===== src/rtl/load_queue_pkg.sv =====
// Shared widths, entry-state bit positions and a clog2 helper for the load queue.
package lq_pkg;

  function automatic int lq_clog2(input int n);
    int r;
    r = 0;
    for (int i = 0; i < 31; i++) begin
      if ((1 << i) < n) r = i + 1;
    end
    return r;
  endfunction

  localparam int LQ_DEPTH      = 16;
  localparam int LQ_WIDTH_ADDR = 32;
  localparam int LQ_WIDTH_REG  = 7;
  localparam int LQ_WIDTH_TAG  = 5;
  localparam int LQ_WIDTH_IDX  = lq_clog2(LQ_DEPTH);

  // Per-entry state vector: valid, address-valid, issued, done.
  localparam int ST_VAL = 0;
  localparam int ST_A   = 1;
  localparam int ST_I   = 2;
  localparam int ST_D   = 3;
  localparam int ST_W   = 4;

  typedef logic [ST_W-1:0] lq_state_t;

endpackage


===== src/rtl/load_queue_if.sv =====
// Bus bundle between the load queue and dispatch / AGU / data-cache port.
interface lq_if
  import lq_pkg::*;
#(
  parameter int WIDTH_ADDR = LQ_WIDTH_ADDR,
  parameter int WIDTH_REG  = LQ_WIDTH_REG,
  parameter int WIDTH_TAG  = LQ_WIDTH_TAG,
  parameter int WIDTH_IDX  = LQ_WIDTH_IDX
) ();

  // Handshakes: a transfer happens on a clock edge where valid and ready are
  // both high; ready never depends combinationally on the same-cycle valid.
  logic                  i_alloc_valid;
  logic [WIDTH_REG-1:0]  i_alloc_rd;
  logic [WIDTH_TAG-1:0]  i_alloc_tag;
  logic                  o_alloc_ready;
  logic [WIDTH_IDX-1:0]  o_alloc_idx;

  logic                  i_addr_valid;
  logic [WIDTH_IDX-1:0]  i_addr_idx;
  logic [WIDTH_ADDR-1:0] i_addr;

  logic                  o_iss_valid;
  logic [WIDTH_IDX-1:0]  o_iss_idx;
  logic [WIDTH_ADDR-1:0] o_iss_addr;
  logic [WIDTH_REG-1:0]  o_iss_rd;
  logic [WIDTH_TAG-1:0]  o_iss_tag;
  logic                  i_iss_ready;

  logic                  i_replay_valid;
  logic [WIDTH_IDX-1:0]  i_replay_idx;
  logic                  i_done_valid;
  logic [WIDTH_IDX-1:0]  i_done_idx;

  logic                  o_head_done;
  logic [WIDTH_TAG-1:0]  o_head_tag;
  logic                  i_pop;

  logic                  i_kill_valid;
  logic [WIDTH_IDX-1:0]  i_kill_idx;

  logic                  o_empty;
  logic                  o_full;
  logic [WIDTH_IDX:0]    o_count;

  modport slave (
    input  i_alloc_valid, i_alloc_rd, i_alloc_tag,
    output o_alloc_ready, o_alloc_idx,
    input  i_addr_valid, i_addr_idx, i_addr,
    output o_iss_valid, o_iss_idx, o_iss_addr, o_iss_rd, o_iss_tag,
    input  i_iss_ready,
    input  i_replay_valid, i_replay_idx, i_done_valid, i_done_idx,
    output o_head_done, o_head_tag,
    input  i_pop, i_kill_valid, i_kill_idx,
    output o_empty, o_full, o_count
  );

  modport master (
    output i_alloc_valid, i_alloc_rd, i_alloc_tag,
    input  o_alloc_ready, o_alloc_idx,
    output i_addr_valid, i_addr_idx, i_addr,
    input  o_iss_valid, o_iss_idx, o_iss_addr, o_iss_rd, o_iss_tag,
    output i_iss_ready,
    output i_replay_valid, i_replay_idx, i_done_valid, i_done_idx,
    input  o_head_done, o_head_tag,
    output i_pop, i_kill_valid, i_kill_idx,
    input  o_empty, o_full, o_count
  );

endinterface


===== src/rtl/load_queue_age_select.sv =====
// Oldest-first picker: scans the ready vector in age order starting at head.
module lq_age_select #(
  parameter int DEPTH     = 16,
  parameter int WIDTH_IDX = 4
) (
  input  logic [DEPTH-1:0]     ready_i,
  input  logic [WIDTH_IDX-1:0] head_idx_i,
  output logic                 valid_o,
  output logic [WIDTH_IDX-1:0] idx_o
);

  logic [WIDTH_IDX-1:0] slot;

  // Walk from youngest to oldest so the last hit (oldest) wins.
  always_comb begin
    valid_o = 1'b0;
    idx_o   = '0;
    slot    = '0;
    for (int k = DEPTH - 1; k >= 0; k--) begin
      slot = head_idx_i + WIDTH_IDX'(k);
      if (ready_i[slot]) begin
        valid_o = 1'b1;
        idx_o   = slot;
      end
    end
  end

endmodule


===== src/rtl/load_queue.sv =====
// Circular load queue: in-order allocate, out-of-order issue, partial flush on kill.
module load_queue
  import lq_pkg::*;
#(
  parameter int DEPTH      = LQ_DEPTH,
  parameter int WIDTH_ADDR = LQ_WIDTH_ADDR,
  parameter int WIDTH_REG  = LQ_WIDTH_REG,
  parameter int WIDTH_TAG  = LQ_WIDTH_TAG,
  parameter int WIDTH_IDX  = $clog2(DEPTH)
) (
  input  logic i_clk,
  input  logic i_rst_n,
  lq_if.slave  bus
);

  localparam int W = WIDTH_IDX;
  localparam logic [W:0] DEPTH_P = (W+1)'(DEPTH);

  logic [W:0]            head_q, head_d, tail_q, tail_d;
  lq_state_t             st_q   [DEPTH];
  lq_state_t             st_d   [DEPTH];
  logic [WIDTH_ADDR-1:0] addr_q [DEPTH];
  logic [WIDTH_ADDR-1:0] addr_d [DEPTH];
  logic [WIDTH_REG-1:0]  rd_q   [DEPTH];
  logic [WIDTH_REG-1:0]  rd_d   [DEPTH];
  logic [WIDTH_TAG-1:0]  tag_q  [DEPTH];
  logic [WIDTH_TAG-1:0]  tag_d  [DEPTH];

  logic [W-1:0]     head_idx, tail_idx, kill_cnt, iss_idx;
  logic [W:0]       count;
  logic             full, head_done, iss_valid;
  logic [DEPTH-1:0] ready_vec;
  logic             alloc_fire, iss_fire, pop_fire, pop_eff, kill_fire;

  assign head_idx  = head_q[W-1:0];
  assign tail_idx  = tail_q[W-1:0];
  assign count     = tail_q - head_q;
  assign full      = (count == DEPTH_P);
  assign head_done = st_q[head_idx][ST_VAL] & st_q[head_idx][ST_D];

  always_comb begin
    ready_vec = '0;
    for (int j = 0; j < DEPTH; j++) begin
      ready_vec[j] = st_q[j][ST_VAL] & st_q[j][ST_A] & ~st_q[j][ST_I] & ~st_q[j][ST_D];
    end
  end

  lq_age_select #(
    .DEPTH     (DEPTH),
    .WIDTH_IDX (W)
  ) u_age_select (
    .ready_i    (ready_vec),
    .head_idx_i (head_idx),
    .valid_o    (iss_valid),
    .idx_o      (iss_idx)
  );

  // Kill only counts when it names a live slot; killing at head empties the queue
  // and then swallows any same-cycle pop.
  assign kill_fire  = bus.i_kill_valid & st_q[bus.i_kill_idx][ST_VAL];
  assign kill_cnt   = bus.i_kill_idx - head_idx;
  assign alloc_fire = bus.i_alloc_valid & ~full & ~kill_fire;
  assign iss_fire   = iss_valid & bus.i_iss_ready;
  assign pop_fire   = bus.i_pop & head_done;
  assign pop_eff    = pop_fire & ~(kill_fire & (kill_cnt == '0));

  always_comb begin
    head_d = head_q;
    tail_d = tail_q;
    if (pop_eff) head_d = head_q + (W+1)'(1);
    if (kill_fire) begin
      tail_d = head_q + {1'b0, kill_cnt};
    end else if (alloc_fire) begin
      tail_d = tail_q + (W+1)'(1);
    end
  end

  // Order inside a live slot: addr, issue, replay, done; replay beats issue,
  // done and replay coexist. Pop and kill clear val last so they win.
  always_comb begin
    for (int j = 0; j < DEPTH; j++) begin
      st_d[j]   = st_q[j];
      addr_d[j] = addr_q[j];
      rd_d[j]   = rd_q[j];
      tag_d[j]  = tag_q[j];
      if (st_q[j][ST_VAL]) begin
        if (bus.i_addr_valid && bus.i_addr_idx == W'(j)) begin
          st_d[j][ST_A] = 1'b1;
          addr_d[j]     = bus.i_addr;
        end
        if (iss_fire && iss_idx == W'(j))                        st_d[j][ST_I] = 1'b1;
        if (bus.i_replay_valid && bus.i_replay_idx == W'(j))     st_d[j][ST_I] = 1'b0;
        if (bus.i_done_valid && bus.i_done_idx == W'(j))         st_d[j][ST_D] = 1'b1;
      end
      if (alloc_fire && tail_idx == W'(j)) begin
        st_d[j]          = '0;
        st_d[j][ST_VAL]  = 1'b1;
        rd_d[j]          = bus.i_alloc_rd;
        tag_d[j]         = bus.i_alloc_tag;
      end
      if (pop_eff && head_idx == W'(j)) st_d[j][ST_VAL] = 1'b0;
      if (kill_fire && ((W'(j) - head_idx) >= kill_cnt)) st_d[j][ST_VAL] = 1'b0;
    end
  end

  always_ff @(posedge i_clk or negedge i_rst_n) begin
    if (!i_rst_n) begin
      head_q <= '0;
      tail_q <= '0;
      for (int j = 0; j < DEPTH; j++) begin
        st_q[j]   <= '0;
        addr_q[j] <= '0;
        rd_q[j]   <= '0;
        tag_q[j]  <= '0;
      end
    end else begin
      head_q <= head_d;
      tail_q <= tail_d;
      for (int j = 0; j < DEPTH; j++) begin
        st_q[j]   <= st_d[j];
        addr_q[j] <= addr_d[j];
        rd_q[j]   <= rd_d[j];
        tag_q[j]  <= tag_d[j];
      end
    end
  end

  assign bus.o_alloc_ready = ~full;
  assign bus.o_alloc_idx   = tail_idx;
  assign bus.o_iss_valid   = iss_valid;
  assign bus.o_iss_idx     = iss_idx;
  assign bus.o_iss_addr    = addr_q[iss_idx];
  assign bus.o_iss_rd      = rd_q[iss_idx];
  assign bus.o_iss_tag     = tag_q[iss_idx];
  assign bus.o_head_done   = head_done;
  assign bus.o_head_tag    = tag_q[head_idx];
  assign bus.o_empty       = (count == '0);
  assign bus.o_full        = full;
  assign bus.o_count       = count;

endmodule


===== src/flat_wrapper.sv =====
// flat-port wrapper written by rule: the top's interface ports become plain ports
module load_queue_flat import lq_pkg::*;
#(
  parameter int DEPTH      = LQ_DEPTH,
  parameter int WIDTH_ADDR = LQ_WIDTH_ADDR,
  parameter int WIDTH_REG  = LQ_WIDTH_REG,
  parameter int WIDTH_TAG  = LQ_WIDTH_TAG,
  parameter int WIDTH_IDX  = $clog2(DEPTH)
)
  (i_clk, i_rst_n, bus_i_alloc_valid, bus_i_alloc_rd, bus_i_alloc_tag, bus_o_alloc_ready, bus_o_alloc_idx, bus_i_addr_valid, bus_i_addr_idx, bus_i_addr, bus_o_iss_valid, bus_o_iss_idx, bus_o_iss_addr, bus_o_iss_rd, bus_o_iss_tag, bus_i_iss_ready, bus_i_replay_valid, bus_i_replay_idx, bus_i_done_valid, bus_i_done_idx, bus_o_head_done, bus_o_head_tag, bus_i_pop, bus_i_kill_valid, bus_i_kill_idx, bus_o_empty, bus_o_full, bus_o_count);
  lq_if #(.WIDTH_ADDR(WIDTH_ADDR), .WIDTH_REG(WIDTH_REG), .WIDTH_TAG(WIDTH_TAG), .WIDTH_IDX(WIDTH_IDX)) bus_i ();
  input  logic i_clk;
  input  logic i_rst_n;
  input wire logic [$bits(bus_i.i_alloc_valid)-1:0] bus_i_alloc_valid;
  input wire logic [$bits(bus_i.i_alloc_rd)-1:0] bus_i_alloc_rd;
  input wire logic [$bits(bus_i.i_alloc_tag)-1:0] bus_i_alloc_tag;
  output wire logic [$bits(bus_i.o_alloc_ready)-1:0] bus_o_alloc_ready;
  output wire logic [$bits(bus_i.o_alloc_idx)-1:0] bus_o_alloc_idx;
  input wire logic [$bits(bus_i.i_addr_valid)-1:0] bus_i_addr_valid;
  input wire logic [$bits(bus_i.i_addr_idx)-1:0] bus_i_addr_idx;
  input wire logic [$bits(bus_i.i_addr)-1:0] bus_i_addr;
  output wire logic [$bits(bus_i.o_iss_valid)-1:0] bus_o_iss_valid;
  output wire logic [$bits(bus_i.o_iss_idx)-1:0] bus_o_iss_idx;
  output wire logic [$bits(bus_i.o_iss_addr)-1:0] bus_o_iss_addr;
  output wire logic [$bits(bus_i.o_iss_rd)-1:0] bus_o_iss_rd;
  output wire logic [$bits(bus_i.o_iss_tag)-1:0] bus_o_iss_tag;
  input wire logic [$bits(bus_i.i_iss_ready)-1:0] bus_i_iss_ready;
  input wire logic [$bits(bus_i.i_replay_valid)-1:0] bus_i_replay_valid;
  input wire logic [$bits(bus_i.i_replay_idx)-1:0] bus_i_replay_idx;
  input wire logic [$bits(bus_i.i_done_valid)-1:0] bus_i_done_valid;
  input wire logic [$bits(bus_i.i_done_idx)-1:0] bus_i_done_idx;
  output wire logic [$bits(bus_i.o_head_done)-1:0] bus_o_head_done;
  output wire logic [$bits(bus_i.o_head_tag)-1:0] bus_o_head_tag;
  input wire logic [$bits(bus_i.i_pop)-1:0] bus_i_pop;
  input wire logic [$bits(bus_i.i_kill_valid)-1:0] bus_i_kill_valid;
  input wire logic [$bits(bus_i.i_kill_idx)-1:0] bus_i_kill_idx;
  output wire logic [$bits(bus_i.o_empty)-1:0] bus_o_empty;
  output wire logic [$bits(bus_i.o_full)-1:0] bus_o_full;
  output wire logic [$bits(bus_i.o_count)-1:0] bus_o_count;
  assign bus_i.i_alloc_valid = bus_i_alloc_valid;
  assign bus_i.i_alloc_rd = bus_i_alloc_rd;
  assign bus_i.i_alloc_tag = bus_i_alloc_tag;
  assign bus_o_alloc_ready = bus_i.o_alloc_ready;
  assign bus_o_alloc_idx = bus_i.o_alloc_idx;
  assign bus_i.i_addr_valid = bus_i_addr_valid;
  assign bus_i.i_addr_idx = bus_i_addr_idx;
  assign bus_i.i_addr = bus_i_addr;
  assign bus_o_iss_valid = bus_i.o_iss_valid;
  assign bus_o_iss_idx = bus_i.o_iss_idx;
  assign bus_o_iss_addr = bus_i.o_iss_addr;
  assign bus_o_iss_rd = bus_i.o_iss_rd;
  assign bus_o_iss_tag = bus_i.o_iss_tag;
  assign bus_i.i_iss_ready = bus_i_iss_ready;
  assign bus_i.i_replay_valid = bus_i_replay_valid;
  assign bus_i.i_replay_idx = bus_i_replay_idx;
  assign bus_i.i_done_valid = bus_i_done_valid;
  assign bus_i.i_done_idx = bus_i_done_idx;
  assign bus_o_head_done = bus_i.o_head_done;
  assign bus_o_head_tag = bus_i.o_head_tag;
  assign bus_i.i_pop = bus_i_pop;
  assign bus_i.i_kill_valid = bus_i_kill_valid;
  assign bus_i.i_kill_idx = bus_i_kill_idx;
  assign bus_o_empty = bus_i.o_empty;
  assign bus_o_full = bus_i.o_full;
  assign bus_o_count = bus_i.o_count;
  load_queue #(.DEPTH(DEPTH), .WIDTH_ADDR(WIDTH_ADDR), .WIDTH_REG(WIDTH_REG), .WIDTH_TAG(WIDTH_TAG), .WIDTH_IDX(WIDTH_IDX)) u_core (.i_clk(i_clk), .i_rst_n(i_rst_n), .bus(bus_i));
endmodule

===== config.mk =====
export PLATFORM = sky130hd
export DESIGN_NAME = load_queue_flat
export DESIGN_NICKNAME = d
export VERILOG_FILES = /design/src/rtl/load_queue_pkg.sv /design/src/rtl/load_queue_if.sv /design/src/rtl/load_queue_age_select.sv /design/src/rtl/load_queue.sv /design/src/flat_wrapper.sv
export SDC_FILE = /design/constraint.sdc
export NUM_CORES = 1
export LEC_CHECK = 0
export BUFFER_PORTS_ARGS = -buffer_cell sky130_fd_sc_hd__buf_4
export CAP_MARGIN = 20
export CORE_MARGIN = 4
export CORE_UTILIZATION = 56
export CTS_CLUSTER_DIAMETER = 80
export DETAILED_ROUTE_END_ITERATION = 6
export GPL_TIMING_DRIVEN = 0
export PLACE_DENSITY_LB_ADDON = 0.2
export REMOVE_ABC_BUFFERS = 1
export SETUP_SLACK_MARGIN = 0.5
export SLEW_MARGIN = 20
export SYNTH_ARGS = -nofsm -noshare
export SYNTH_HDL_FRONTEND = slang
export SYNTH_SLANG_ARGS = --single-unit

===== constraint.sdc =====
create_clock -name i_clk -period 5.43 [get_ports i_clk]
set_input_delay 0.543 -clock i_clk [delete_from_list [all_inputs] [get_ports i_clk]]
set_output_delay 0.543 -clock i_clk [all_outputs]
set_load 0.02 [all_outputs]

# Yosys cells after proc, flatten, opt, wreduce, memory -nomap -nowiden
# Index checks and enable logic that the tools add are counted.
# Widths: inputs -> output; s select.
classes:
  addsub: 36
  mux: 212
  n_bitwise: 94
  n_eq_ne: 91
  n_lt_le_gt_ge: 35
  n_reduce_logical: 265
op_table:
  columns: ["operator", "n"]
  rows:
  - ["$eq 4x4->1 const B", 48]
  - ["$mux 4", 34]
  - ["$mux 1", 130]
  - ["$bmux 32 s4", 1]
  - ["$reduce_and 2->1", 64]
  - ["$logic_and 1x1->1", 112]
  - ["$reduce_bool 2->1", 49]
  - ["$eq 4x3->1 const B", 24]
  - ["$reduce_bool 3->1", 32]
  - ["$lt 4x5->1 const B", 16]
  - ["$bmux 1 s4", 16]
  - ["$ge 4x4->1", 16]
  - ["$mux 32", 2]
  - ["$and 1x1->1", 56]
  - ["$eq 4x2->1 const B", 12]
  - ["$mux 3", 16]
  - ["$bmux 5 s4", 2]
  - ["$not 1->1", 35]
  - ["$add 4x4->4 const B", 8]
  - ["$bmux 4 s4", 2]
  - ["$sub 4x4->4 const A", 8]
  - ["$mux 5", 6]
  - ["$bmux 7 s4", 1]
  - ["$logic_not 4->1", 7]
  - ["16 further kinds", 36]
word_totals:
  input_bits: 69
  ff_bits: 778
  output_inout_bits: 67
  elab_cells: 847

# Longest topological paths before layout
logic_depth:
  depth_word: 29
  depth_mapped: 19
  ltp_nobuf: 15

# Modules after synthesis
# A second synthesis with hierarchy kept.
unflattened:
  cells_unflattened: 2655
  area_unflattened_um2: 39476.6
modules_own_cells:
  columns: ["mod", "area_per_inst_um2", "seq_area_each_um2", "cells_each", "instances"]
  rows:
  - ["load_queue", 37402.1, 19468.7, 2420, 1]
  - ["lq_age_select", 2074.5, 0.0, 235, 1]

# Least setup slack after synthesis
# No wires, ideal clock.
synth_timing:
  kind: "register -> output"
  startpoint: "reg u_core.head_q[2]"
  endpoint: "out bus_o_iss_addr[0]"
  path_slack_ns: 0.087
  arrival_time_ns: 4.800
  stages_incl_launch_ff: 18
  required_time_ns: 4.887
  path_buffers: 5
  cell_sequence: "dfrtp_1 > buf_1 > inv_1 > clkbuf_1 > ha_1 > clkbuf_1 > clkinv_1 > mux2i_1 > a211o_1 > a221oi_1 > o31ai_1 > a211oi_1 > nand3b_1 > nand2b_1 > clkbuf_1 > clkbuf_1 > a311oi_1 > or4_1"
synth_between:
  elab_chain_len: 23
  elab_cells_between_ends: 67
  cone_classes: "15 x add/sub; 51 x mux; 1 x bitwise"
synth_lines:
  columns: ["item", "line", "text"]
  rows:
  - ["start: declaration", "load_queue.sv:19", "logic [W:0] head_q, head_d, tail_q, tail_d;"]
  - ["start signal: assignment", "load_queue.sv:108", "head_q <= '0;"]
  - ["start signal: assignment", "load_queue.sv:117", "head_q <= head_d;"]
  - ["$add 4x4->4", "load_queue_age_select.sv:20", "slot = head_idx_i + WIDTH_IDX'(k);"]
  - ["$bmux 1 s4", "load_queue_age_select.sv:21", "if (ready_i[slot]) begin"]
  - ["$mux 1 (implied by the code)", "load_queue_age_select.sv:21", null]
  - ["$mux 4 (15 in series)", "load_queue_age_select.sv:21", null]
  - ["$mux 4 (*)", "load_queue_age_select.sv:21", null]
  - ["named net bus_o_iss_idx[3]", "flat_wrapper.sv:23", "output wire logic [$bits(bus_i.o_iss_idx)-1:0] bus_o_iss_idx;"]
  - ["$not 4->5 (implied by the code) (*)", "load_queue.sv:132", "assign bus.o_iss_addr = addr_q[iss_idx];"]
  - ["$bmux 32 s4 (*)", "load_queue.sv:132", null]
  - ["$mux 32 (implied by the code) (*) (2 in series)", "load_queue.sv:132", null]
  - ["end: declaration", "flat_wrapper.sv:24", "output wire logic [$bits(bus_i.o_iss_addr)-1:0] bus_o_iss_addr;"]
# The timed path passes the listed nets; every way through them passes the cells marked *. The select of a mux whose other input is x is not followed.

# Worst setup path after layout
layout_timing:
  startpoint: "reg u_core.head_q[1]"
  endpoint: "out bus_o_iss_addr[17]"
layout_between:
  elab_chain_len: 23
  elab_cells_between_ends: 67
  cone_classes: "15 x add/sub; 51 x mux; 1 x bitwise"
layout_lines:
  columns: ["item", "line"]
  rows:
  - ["$add 4x4->4", "load_queue_age_select.sv:20"]
  - ["$bmux 1 s4", "load_queue_age_select.sv:21"]
  - ["$mux 1 (implied by the code)", "load_queue_age_select.sv:21"]
  - ["$mux 4 (15 in series)", "load_queue_age_select.sv:21"]
  - ["$mux 4 (*)", "load_queue_age_select.sv:21"]
  - ["$not 4->5 (implied by the code) (*)", "load_queue.sv:132"]
  - ["$bmux 32 s4 (*)", "load_queue.sv:132"]
  - ["$mux 32 (implied by the code) (*) (2 in series)", "load_queue.sv:132"]
# Mark *: on every way between the ends. The rest lies on a longest branch, timed or not. The select of a mux whose other input is x is not followed.

==> results by group <==
Timing
  – Fmax: 164 MHz
  – Clk_skew: 0.0373 ns
  – Slew Viols, Final: 0
  – Max_slew headroom: 34.9%
  – Period utilization: 113%
  – Worst-Margin Slew: 0.974 ns
  – # setup viols final: 45
  – Final Hold Vio Count: 0
  – Clock period minus worst slack: 6.11 ns
  – RSZ-0062 raised after global routing: yes
  – Final worst setup slack: -0.683 ns

Route
  – DR WL/cell: 29.3 um
  – Routed Antenna Nets: 0
  – Drt first pass iters: 6
  – Number of remaining DRC errors: 0
  – Via density: 6.78
  – Routed WL: 135000 um
  – Iteration-0 DRC Markers: 3242
  – DR vias: 31300

Setup path
  – Crit Reg-Reg Startpoint: u_core.head_q[1]
  – WS Path Type: flip-flop to primary output
  – Setup slack, reg-to-reg: 0.60 ns
  – Critical path arrival: 5.57 ns
  – Highest net fanout along the worst path: 8
  – Worst Reg-to-Reg Cells: 16
  – CP Data Required Time: 4.89 ns
  – Crit path capture: bus_o_iss_addr[17]
  – FF-to-FF End: u_core.st_q[46]
  – Worst Setup SP: u_core.head_q[1]
  – CP endpoint kind: primary output
  – CP startpoint kind: flip-flop

Die
  – Die area: 75700 um^2
  – # IOs: 136
  – Die Wd: 275 um
  – Die Span Y: 275 um
  – Initial Util: 56.8%
  – Row count: 97
  – Core area: 70400 um^2

Synthesis
  – Post-synthesis register bit count: 778
  – Top post-synthesis cells by area: dfrtp_1 (49%), mux2_2 (20%), a311oi_1 (4.2%)
  – Post-Syn Area: 40000 um^2
  – Cell taking the most area after synthesis: dfrtp_1
  – Warnings, synthesis: 0
  – Post-Syn Instances: 3452
  – Mapped Avg Cell Area: 11.6 um^2
  – Most frequent cell after synthesis: dfrtp_1
  – Post-synth ARST share: 100%
  – Post-synth EDFFs: 0
  – Sequential cell area fraction in the yosys report: 48.7%
  – Top cells by count, synth: dfrtp_1 (778), mux2_2 (709), nand2_1 (418)
  – Yosys top cell area share: 48.7%
  – Primary FF master, synth: dfrtp_1
  – Netlist cell types: 77

Global routing
  – Global-route wire length before repair: 201000 um
  – Initial antenna violation count: 4
  – GR Overflow Total: 0
  – Largest net degree at the start of global routing: 110
  – Vias in the first global route: 31900
  – Total Routing Usage GR: 35.2%

Clocking
  – # H-tree levels: 3
  – TritonCTS buffer count: 83
  – CTS tree: done
  – Clk sinks: 778
  – Clock buffer depth: 3
  – Reg clk slew, reported paths: 0.07 ns
  – Root buf cell: clkbuf_16
  – Later-pin clock latency in the skew report: 0.65 ns

Placement
  – RePlAce Congestion: 0.959
  – Buffers on Ports: 135
  – DP Wirelength: 71100 um

Hold path
  – Hold Crit Class: primary input to flip-flop
  – Hold path start: bus_i_addr[20]
  – Hold Path Stages: 2

Run status
  – Outcome: finished with violations
  – Violations in the final reports: negative setup slack

Job
  – Max Cap Violations: 0

Layout
  – Final core occ: 70.3%
  – Fin nets: 3723
  – Layout cell share with drive strength beyond 1: 43.2%
  – Area Overhead vs Synth: 23.8%
[registers in the layout, indices dropped and copies added, names as in the netlist]
signal,flops
u_core.tag_q,80
u_core.addr_q,512
u_core.st_q,64
u_core.head_q,5
u_core.rd_q,112
u_core.tail_q,5
[worst max-delay path, cell delays in order, from the launching register on]
cell and delay (ns):
dfrtp_4 0.57, buf_12 0.16, buf_16 0.12, nand2b_4 0.11, o22ai_2 0.10, or2_1 0.24
mux4_2 0.52, or3_1 0.39, o221a_1 0.27, o211ai_4 0.22, o311a_4 0.27, buf_16 0.12
buf_16 0.15, inv_16 0.06, buf_16 0.16, buf_12 0.16, buf_16 0.15, and2_4 0.14
a211oi_2 0.18, a311oi_1 0.06, or4_1 0.56, buf_6 0.16
[worst min path at each step]
stage,endpoint,slack (ns)
final,u_core.addr_q[180],0.25
after CTS,u_core.addr_q[180],0.23
after global routing,u_core.addr_q[283],0.25
after floorplan,u_core.addr_q[0],0.25
after global placement,u_core.st_q[21],0.48
after detailed placement,u_core.st_q[21],0.48
[layout make-up]
type                    instances  area [um^2]
multi-input cells            2342        21000
fillers                      4823        20900
flip-flops and latches        778        19500
repair buffers                346         4800
clock buffers                 124         2400
well taps                     940         1180
clock inverters                29          378
inverters                      43          218
repair inverters                3         45.0
diodes                          2         5.00
[per-layer routing]
metal | up-vias | GRT usage, % | part of all wire [%]
met1 | 16200 | 46.9 | 39
met5 | - | 0 | 0.014
met4 | 4 | 17.5 | 5.9
met2 | 1658 | 55.2 | 46
met3 | 425 | 7.23 | 8.8
li1 | 13000 | - | -
[through the flow]
step	std cells	setup slack, ns	hold slack [ns]	TNS, ns	cell area [um^2]
after floorplan	3159	-5.88	0.247	-353.29	38700
after global placement	4234	-13.28	0.478	-4649.48	40900
after detailed placement	4295	-3.39	0.481	-161.93	42500
after CTS	4584	-0.587	0.226	-23.90	48800
after global routing	4607	-0.773	0.248	-31.16	49500
final	4607	-0.683	0.251	-27.22	49500
[kinds of logic after synthesis]
logic type	share of synthesized area, %
XOR/XNOR	0.764
adder cells (fa/ha/maj)	1.86
AND/OR/NAND/NOR	10.7
flip-flops	48.7
AO/OA/AOI/OAI	11.5
multiplexers	22.8
buffers and inverters	3.60
[layout by cell type, fill, tap and decap left out, types with 9 or more instances in the layout]
cell type	count
dfrtp_1	768
mux2_2	708
nand2_1	411
a311oi_1	184
buf_4	175
a211oi_2	129
and2_1	107
clkbuf_16	88
nor2_1	81
a21oi_1	67
buf_16	59
and2_0	57
buf_6	55
ha_1	48
a211oi_1	47
mux4_2	44
buf_12	37
inv_1	34
o22ai_1	27
clkbuf_1	26
and2_4	25
o21ai_0	24
a31oi_1	24
or4_4	23
or4_1	22
xnor2_1	21
clkinv_2	19
a21o_1	17
and3_4	14
nor2_4	13
clkbuf_8	13
o22ai_2	10
mux2i_1	10
bufbuf_16	10
nand3_1	9
[what timing repair did]
| item | in CTS | in global routing |
|---|---|---|
| resized for setup | 355 | 113 |
| endpoints found under the hold margin | 81 | 0 |
| pin swaps | 132 | 59 |
| gates cloned | 42 | 3 |
| endpoints found under the setup margin | 65 | 51 |
| hold buffers | 1 | 0 |
| setup buffers | 93 | 18 |
Power is left out: the tool's default activity adds up to more than one toggle a clock period on the data nets, which glitch-free logic cannot reach.
